File: src/rtl/cmd_pkg.sv
// rtl/cmd_pkg.sv - shared command-frame types and field positions
package cmd_pkg;

  localparam int CMD_PAYLOAD_BYTES = 12;
  localparam int CMD_WORD_W        = 96;

  typedef enum logic [1:0] {
    ST_IDLE   = 2'd0,
    ST_RECV   = 2'd1,
    ST_CHECK  = 2'd2,
    ST_COMMIT = 2'd3
  } cmd_state_e;

  // Field slices of the committed command word; bit 15 of each dist is direction.
  localparam int Y_DIST_MSB = 95;
  localparam int Y_DIST_LSB = 80;
  localparam int Y_RPM_MSB  = 79;
  localparam int Y_RPM_LSB  = 64;
  localparam int X_DIST_MSB = 63;
  localparam int X_DIST_LSB = 48;
  localparam int X_RPM_MSB  = 47;
  localparam int X_RPM_LSB  = 32;
  localparam int Z_DIST_MSB = 31;
  localparam int Z_DIST_LSB = 16;
  localparam int Z_RPM_MSB  = 15;
  localparam int Z_RPM_LSB  = 0;
  localparam int DIST_DIR_BIT = 15;

endpackage

File: src/rtl/cmd_timeout_ctr.sv
// rtl/cmd_timeout_ctr.sv - loadable down-counter; expire_o is high while the count is zero
module cmd_timeout_ctr #(
  parameter int unsigned W = 17
) (
  input  logic         i_Clk,
  input  logic         i_Rst_L,
  input  logic         clr_i,
  input  logic         load_i,
  input  logic [W-1:0] load_val_i,
  input  logic         dec_i,
  output logic         expire_o
);

  logic [W-1:0] cnt_q, cnt_d;

  always_comb begin
    cnt_d = cnt_q;
    if (clr_i) begin
      cnt_d = '0;
    end else if (load_i) begin
      cnt_d = load_val_i;
    end else if (dec_i && (cnt_q != '0)) begin
      cnt_d = cnt_q - W'(1);
    end
  end

  always_ff @(posedge i_Clk or negedge i_Rst_L) begin
    if (!i_Rst_L) begin
      cnt_q <= '0;
    end else begin
      cnt_q <= cnt_d;
    end
  end

  assign expire_o = (cnt_q == '0);

endmodule

File: src/rtl/spi_cmd_frame_assembler.sv
// rtl/spi_cmd_frame_assembler.sv - collects SPI command frames, verifies the XOR checksum
// and commits the 96-bit command word atomically.
module spi_cmd_frame_assembler
  import cmd_pkg::*;
#(
  parameter bit          CHECKSUM_EN    = 1'b1,
  parameter int unsigned TIMEOUT_CYCLES = 120000,
  parameter int unsigned ERR_CNT_W      = 8
) (
  input  logic                  i_Clk,
  input  logic                  i_Rst_L,
  input  logic                  i_RX_DV,
  input  logic [7:0]            i_RX_Byte,
  input  logic                  i_CS_n,
  output logic [CMD_WORD_W-1:0] o_data_out,
  output logic                  o_frame_valid,
  output logic                  o_frame_err,
  output logic                  o_busy,
  output logic [ERR_CNT_W-1:0]  o_err_cnt
);

  localparam logic [3:0] PAY_BYTES = 4'(CMD_PAYLOAD_BYTES);
  localparam logic [3:0] N_BYTES   = 4'(CMD_PAYLOAD_BYTES + 32'(CHECKSUM_EN));
  localparam int unsigned TW       = $clog2(TIMEOUT_CYCLES + 1);
  localparam logic [TW-1:0] TMO_LOAD = TW'(TIMEOUT_CYCLES - 1);

  cmd_state_e            state_q, state_d;
  logic [CMD_WORD_W-1:0] shadow_q, shadow_d;
  logic [CMD_WORD_W-1:0] data_q, data_d;
  logic [3:0]            byte_cnt_q, byte_cnt_d;
  logic [7:0]            xor_q, xor_d;
  logic [7:0]            csum_q, csum_d;
  logic                  valid_q, valid_d;
  logic                  err_q, err_d;
  logic [ERR_CNT_W-1:0]  err_cnt_q, err_cnt_d;
  logic                  cs_prev_q;
  logic                  cs_rise;
  logic                  tmr_clr, tmr_load, tmr_dec, tmr_expire;

  assign cs_rise = i_CS_n & ~cs_prev_q;

  cmd_timeout_ctr #(.W(TW)) u_timeout (
    .i_Clk      (i_Clk),
    .i_Rst_L    (i_Rst_L),
    .clr_i      (tmr_clr),
    .load_i     (tmr_load),
    .load_val_i (TMO_LOAD),
    .dec_i      (tmr_dec),
    .expire_o   (tmr_expire)
  );

  always_comb begin
    state_d    = state_q;
    shadow_d   = shadow_q;
    data_d     = data_q;
    byte_cnt_d = byte_cnt_q;
    xor_d      = xor_q;
    csum_d     = csum_q;
    valid_d    = 1'b0;
    err_d      = 1'b0;
    tmr_clr    = 1'b0;
    tmr_load   = 1'b0;
    tmr_dec    = 1'b0;

    unique case (state_q)
      ST_IDLE: begin
        if (i_RX_DV) begin
          shadow_d   = {shadow_q[CMD_WORD_W-9:0], i_RX_Byte};
          byte_cnt_d = 4'd1;
          xor_d      = i_RX_Byte;
          tmr_load   = 1'b1;
          state_d    = ST_RECV;
        end
      end
      ST_RECV: begin
        if (i_RX_DV) begin
          byte_cnt_d = byte_cnt_q + 4'd1;
          tmr_load   = 1'b1;
          if (byte_cnt_q < PAY_BYTES) begin
            shadow_d = {shadow_q[CMD_WORD_W-9:0], i_RX_Byte};
            xor_d    = xor_q ^ i_RX_Byte;
          end else begin
            csum_d = i_RX_Byte;
          end
          // A byte that completes the frame wins over a simultaneous CS release.
          if ((byte_cnt_q + 4'd1) == N_BYTES) begin
            state_d = ST_CHECK;
          end else if (cs_rise) begin
            err_d   = 1'b1;
            state_d = ST_IDLE;
          end
        end else if (cs_rise || tmr_expire) begin
          err_d   = 1'b1;
          state_d = ST_IDLE;
        end else begin
          tmr_dec = 1'b1;
        end
      end
      ST_CHECK: begin
        if (!CHECKSUM_EN || (csum_q == xor_q)) begin
          data_d  = shadow_q;
          valid_d = 1'b1;
          state_d = ST_COMMIT;
        end else begin
          err_d   = 1'b1;
          state_d = ST_IDLE;
        end
        if (i_RX_DV) err_d = 1'b1;
      end
      ST_COMMIT: begin
        state_d = ST_IDLE;
        if (i_RX_DV) err_d = 1'b1;
      end
      default: state_d = ST_IDLE;
    endcase

    if (state_d == ST_IDLE) begin
      byte_cnt_d = 4'd0;
      if (state_q != ST_IDLE) tmr_clr = 1'b1;
    end

    err_cnt_d = err_cnt_q;
    if (err_d && (err_cnt_q != '1)) err_cnt_d = err_cnt_q + ERR_CNT_W'(1);
  end

  always_ff @(posedge i_Clk or negedge i_Rst_L) begin
    if (!i_Rst_L) begin
      state_q    <= ST_IDLE;
      shadow_q   <= '0;
      data_q     <= '0;
      byte_cnt_q <= 4'd0;
      xor_q      <= 8'd0;
      csum_q     <= 8'd0;
      valid_q    <= 1'b0;
      err_q      <= 1'b0;
      err_cnt_q  <= '0;
      cs_prev_q  <= 1'b1;
    end else begin
      state_q    <= state_d;
      shadow_q   <= shadow_d;
      data_q     <= data_d;
      byte_cnt_q <= byte_cnt_d;
      xor_q      <= xor_d;
      csum_q     <= csum_d;
      valid_q    <= valid_d;
      err_q      <= err_d;
      err_cnt_q  <= err_cnt_d;
      cs_prev_q  <= i_CS_n;
    end
  end

  assign o_data_out    = data_q;
  assign o_frame_valid = valid_q;
  assign o_frame_err   = err_q;
  assign o_busy        = (state_q != ST_IDLE);
  assign o_err_cnt     = err_cnt_q;

endmodule
File: config.mk
export PLATFORM = sky130hd
export DESIGN_NAME = spi_cmd_frame_assembler
export DESIGN_NICKNAME = d
export VERILOG_FILES = /design/src/rtl/cmd_pkg.sv /design/src/rtl/cmd_timeout_ctr.sv /design/src/rtl/spi_cmd_frame_assembler.sv
export SDC_FILE = /design/constraint.sdc
export NUM_CORES = 1
export LEC_CHECK = 0
export ABC_AREA = 1
export BUFFER_PORTS_ARGS = -buffer_cell sky130_fd_sc_hd__buf_2
export CORE_UTILIZATION = 48
export CTS_BUF_LIST = sky130_fd_sc_hd__clkbuf_8
export DETAILED_ROUTE_END_ITERATION = 8
export PLACE_DENSITY = 0.68
export REMOVE_ABC_BUFFERS = 1
export SLEW_MARGIN = 20
export SYNTH_ARGS = -nofsm -noshare
export SYNTH_HDL_FRONTEND = slang
export SYNTH_SLANG_ARGS = --single-unit
File: constraint.sdc
create_clock -name i_Clk -period 4.3 [get_ports i_Clk]
set_input_delay 0.645 -clock i_Clk [delete_from_list [all_inputs] [get_ports i_Clk]]
set_output_delay 0.645 -clock i_Clk [all_outputs]
set_load 0.02 [all_outputs]
## Yosys cells after proc, flatten, opt, wreduce, memory -nomap -nowiden

Cells that the tools add are included.

| word-level totals | value |
|---|---|
| bits in registers | 242 |
| bits in latches | 0 |
| memory bits (writable) | 0 |
| memory bits (read-only) | 0 |
| input port bits | 12 |
| output and inout port bits | 107 |
| word-level logic and storage cells | 84 |
| memories | 0 |

| cells by class | value |
|---|---|
| add/sub/neg operators | 3 |
| multiply operators | 0 |
| divide/modulo/power cells | 0 |
| magnitude comparators | 1 |
| eq/ne operators | 11 |
| shift operators | 0 |
| muxes and demuxes | 38 |
| bitwise gates (word level) | 4 |
| reduce and logical (&&, ||, !) cells | 16 |

Operators by type and width:

| cell | number |
|---|---|
| 96-bit 2-to-1 mux | 3 |
| 96-bit case mux with 2 select lines | 1 |
| 17-bit 2-to-1 mux | 3 |
| 8-bit 2-to-1 mux | 3 |
| 17-bit logical NOT | 1 |
| 17-bit nonzero test | 1 |
| 17-bit by 1-bit subtractor with 17-bit output (second input constant) | 1 |
| 8-bit case mux with 2 select lines | 1 |
| 1-bit 2-to-1 mux | 15 |
| 2-bit 2-to-1 mux | 6 |
| 4-bit 2-to-1 mux | 3 |
| 8-bit by 1-bit adder with 8-bit output (second input constant) | 1 |
| 8-bit equality test | 1 |
| 8-bit != test (second input constant) | 1 |
| 2-bit case mux with 4 select lines | 1 |
| 4-bit case mux with 2 select lines | 1 |
| 8-bit bitwise XOR | 1 |
| 2-bit != test (second input constant) | 3 |
| 3-bit != test (second input constant) | 2 |
| 3-bit AND reduction | 2 |
| 3-bit nonzero test | 2 |
| 4-bit by 1-bit adder with 4-bit output (second input constant) | 1 |
| 2-bit equality test (second input constant) | 2 |
| 4-bit equality test (second input constant) | 1 |
| 12 further kinds | 16 |

## Logic depth before layout (Yosys ltp)

| depth | value |
|---|---|
| depth in word-level cells | 10 |
| gate-level depth with buffers | 12 |

## Hierarchy

Synthesis repeated with hierarchy kept, for this count alone.

| second synthesis, totals | value |
|---|---|
| cell total of the unflattened synthesis | 1,113 |
| area total of the unflattened synthesis | 10,291.1 um2 |

By module, submodules not included:

| module | instances | cells an instance | area each (um2) | sequential area each (um2) |
|---|---|---|---|---|
| spi_cmd_frame_assembler | 1 | 912 | 9,002.4 | 5,631.7 |
| cmd_timeout_ctr | 1 | 201 | 1,288.7 | 425.4 |

## Worst setup path after synthesis

Ideal clock, no wire load.

| path | value |
|---|---|
| path type | input-to-reg |
| start | input port i_RX_DV |
| end | register csum_q[0] |
| library setup time | 0.125 ns |
| arrival | 1.619 ns |
| path slack | 2.556 ns |
| stages | 5 |
| buffers on the path | 0 |
| cells stage by stage | inv_1 nor2_2 clkinv_1 nor2_1 mux2_2 |

| on the way | value |
|---|---|
| word-level cells in the longest chain between the ends | 1 |

Ends and longest elaborated chain:

| item | RTL line | text |
|---|---|---|
| start, declared | spi_cmd_frame_assembler.sv:12 | `input logic i_RX_DV,` |
| 3-bit AND reduction (no line) | -- |  |
| end signal, assigned | spi_cmd_frame_assembler.sv:144 | `csum_q <= csum_d;` |
| end, declared | spi_cmd_frame_assembler.sv:32 | `logic [7:0] csum_q, csum_d;` |

Every way passes these cells.
A chain may end at the register's enable or synchronous reset.

## Final worst setup path

| path | value |
|---|---|
| start | register xor_q[1] |
| end | register data_q[89], in the netlist o_data_out[89] |

| on the way | value |
|---|---|
| word-level cells in the longest chain between the ends | 2 |

Ends and longest elaborated chain:

| item | RTL line | text |
|---|---|---|
| start, declared | spi_cmd_frame_assembler.sv:31 | `logic [7:0] xor_q, xor_d;` |
| start signal, assigned | spi_cmd_frame_assembler.sv:143 | `xor_q <= xor_d;` |
| 8-bit equality test | spi_cmd_frame_assembler.sv:100 | `if (!CHECKSUM_EN \|\| (csum_q == xor_q)) begin` |
| 2-bit AND reduction (no line) | -- |  |
| end signal, assigned | spi_cmd_frame_assembler.sv:141 | `data_q <= data_d;` |
| end, declared | spi_cmd_frame_assembler.sv:29 | `logic [CMD_WORD_W-1:0] data_q, data_d;` |

Every way passes these cells.

==> summary.md <==
| Metric | Value |
|---|---|
| Status | finished, final reports clean |
| Clock skew | 19.5 ps |
| Core Region | 19700 µm² |
| Simple-gate share of the synthesized area | 16.2% |
| Core Util, Final | 57.7% |
| Ys async rst share | 100% |
| Post-synth EDFFs | 0 |
| Synth area leader | dfrtp_1 |
| DRC violations left | 0 |
| Slew headroom | 49.5% |
| Die area | around 21000 µm² |
| WL per Instance | 12.5 µm |
| Fraction of layout cells with a size suffix above 1 | 16.1% |
| Synth Flop Type | dfrtp_1 |
| Met1 usage in global routing | 26.9% |
| Clock tree sinks | 242 |
| Post-layout min period | 2320 ps |
| Nets@finish | 1191 |
| Fin. max-slew vios | 0 |
| Synth Area in XOR/XNOR | 2.87% |
| Number of global-route vias before repair | 6493 |
| Initial antenna violation count | 0 |
| Cells after Synth | 1056 |
| First-pass detailed-route iteration total | 4 |
| Gr ovfl total | 0 |
| Hold Path Class | in -> async |
| Synth Area in Compound Gates | between 10% and 20% |
| Lkg Pwr | 5.88 nW |
| Global-route wire length before repair | 31100 µm |
| Syn Area/Cell | between 9 and 10 µm² |
| First-iteration detailed-routing DRC count | 394 |
| CP Max Fanout | 147 |
| PwrDens | ~470 nW/µm² |
| Top cells by area, synth | dfrtp_1, nand2_1, o21ai_0 |
| Vias per cell | 4.72 |
| Final wirelength | 18400 µm |
| # rows | 51 |
| Crit start category | register |
| Global Route Usage Sum | 18.6% |
| CTS Hold Buffers Added | 0 |
| Yosys reg bits | 242 |
| Root Buffer | clkbuf_8 |
| Required @ worst endpoint | 4700 ps |
| Post-Syn Area | 9770 µm² |
| Htree depth | 2 |
| Final period util | 54.0% |
| # port buffers | 118 |
| Pwr Total | 5.34 mW |
| Area Overhead vs Synth | 16.5% |
| Mux contribution to synthesized area | 0.346% |
| Post-Synth Adder-Cell Area | less than 1% |
| Die Ht | 145 µm |
| Die Wd | 145 µm |
| Routed Antenna Nets | 0 |
| Final setup fails | 0 |
| CP arrival | 2720 ps |
| Initial Utilization | 49.5% |
| RSZ-0062 raised after global routing | false |
| Clock transition at the registers of the reported paths | 60 ps |
| Maximum vdd drop | 255 µV |
| Yosys warning count | 0 |
| CTS tree | built |
| Final Hold Vio Count | 0 |
| Clock Path Buffers | 3 |
| Io pins | 119 |
| Max Cap Viol | 0 |
| CP Capture Type | register |
| Area fraction of the dominant cell type after synthesis | 61.7% |
| GR Layer Usage met3 | 3.88% |
| Setup Buffers After CTS | 0 |
| Main combinational cell family by area after synthesis | simple AND/OR/NAND/NOR gates |
| GPL Wtd Cong | around 0.81 |
| Largest net degree at the start of global routing | around 150 |
| Number of gates resized after cts | 0 |
| Inserted Clock Buffers | 40 |
| F_max | 431 MHz |
| Detailed placement HPWL | 11500 µm |
| Skew-Pair Late Insertion Delay | 520 ps |
| R2R cell count | 9 |
| Met2 Use GR | approximately 28% |
| Most Used Layer, Global Route | met2 |
| Setup Crit Path Kind | reg -> reg |
| Unique masters post-synth | 32 |
| Seq/Total Area, Yosys | 62.0% |
| Vias | 6935 |
| Worst-Margin Slew | roughly 760 ps |
| Antenna diode count | 0 |
==> metal layers <==
layer	up-vias	part of all wire [%]
li1	3549	-
met1	3217	50
met2	133	43
met3	36	4.7
met4	0	2.2
met5	-	0
==> Yosys cell counts, types with 4 or more instances <==
cell        n
nand3_1    13
clkbuf_1   29
nand4_1    12
o21ai_0   197
nand2_1   320
dfrtp_1   241
xor2_1     20
buf_1       4
nor2_1     32
ha_1        5
xnor2_1    12
a21oi_1     6
buf_2      11
inv_1     123
==> power breakdown <==
group | switching (mW) | internal (mW)
Clock | 0.870 | 1.13
Sequential | 0.157 | 2.51
Combinational | 0.434 | 0.238
Total | 1.46 | 3.88
==> kinds of logic (layout without fill, tap and decap cells) <==
| family | Yosys count | after routing |
|---|---|---|
| flops | 242 | 242 |
| compound gates | 209 | 209 |
| simple gates | 391 | 391 |
| xor+xnor | 32 | 32 |
| fa+ha+maj | 5 | 5 |
| buf+inv | 174 | 322 |
| mux | 3 | 3 |
==> metrics by stage <==
stage	instances	setup TNS (ps)	area, µm²	hold WS, ps	setup slack, ps
4_1_cts	1469	0	11400	148	1980
5_1_grt	1469	0	11400	159	1690
3_3_place_gp	1397	0	10600	450	1730
2_1_floorplan	1008	-21800	9550	349	-489
6_report	1469	0	11400	101	1980
3_5_place_dp	1397	0	10600	457	1650
==> worst paths after layout <==
path / startpoint / end / slack, ps
max in group asynchronous: i_Rst_L / o_err_cnt[0] / 2990
hold / removal: i_Rst_L / o_data_out[88] / 100
min in group i_Clk: i_CS_n / cs_prev_q / 240
hold reg to reg: shadow_q[94] / o_data_out[94] / 470
setup reg to reg: xor_q[1] / o_data_out[89] / 1980
setup / recovery: xor_q[1] / o_data_out[89] / 1980
==> cell usage in the layout (no fill, tap or decap), types with 3 or more instances in the layout <==
| master | Yosys | final |
|---|---|---|
| a21oi_1 | 6 | 6 |
| buf_2 | 11 | 117 |
| buf_4 | 1 | 4 |
| clkbuf_8 | 0 | 48 |
| dfrtp_1 | 241 | 241 |
| ha_1 | 5 | 5 |
| inv_1 | 123 | 142 |
| mux2_2 | 3 | 3 |
| nand2_1 | 320 | 319 |
| nand3_1 | 13 | 12 |
| nand3_4 | 2 | 3 |
| nand4_1 | 12 | 12 |
| nor2_1 | 32 | 32 |
| nor2_2 | 3 | 3 |
| nor3_1 | 3 | 3 |
| o21ai_0 | 197 | 197 |
| o21ai_1 | 3 | 3 |
| xnor2_1 | 12 | 12 |
| xor2_1 | 20 | 20 |
==> worst max-delay path, cell delays in order, from the launching register on <==
cell      delay, ps
dfrtp_1         400
nand2_1          70
nand2_1          60
nand2_1          60
nor2_1           70
nand3_4         350
buf_12          430
clkinv_1        420
nand2_1         150
nand2_1          60
==> final cells by class <==
type,count,area [µm²]
clock inverters,24,153
repair buffers,124,671
flip-flops and latches,242,6060
fillers,1785,8330
multi-input cells,640,3040
clock buffers,48,661
well taps,265,332
inverters,126,475
==> registers in the layout (all words and copies together), names as in the netlist <==
| signal | cells |
|---|---|
| csum_q | 8 |
| o_frame_valid | 1 |
| o_data_out | 96 |
| o_frame_err | 1 |
| byte_cnt_q | 4 |
| shadow_q | 96 |
| u_timeout.cnt_q | 17 |
| cs_prev_q | 1 |
| state_q | 2 |
| xor_q | 8 |
| o_err_cnt | 8 |
No activity file was read; power rests on OpenSTA's default activity.
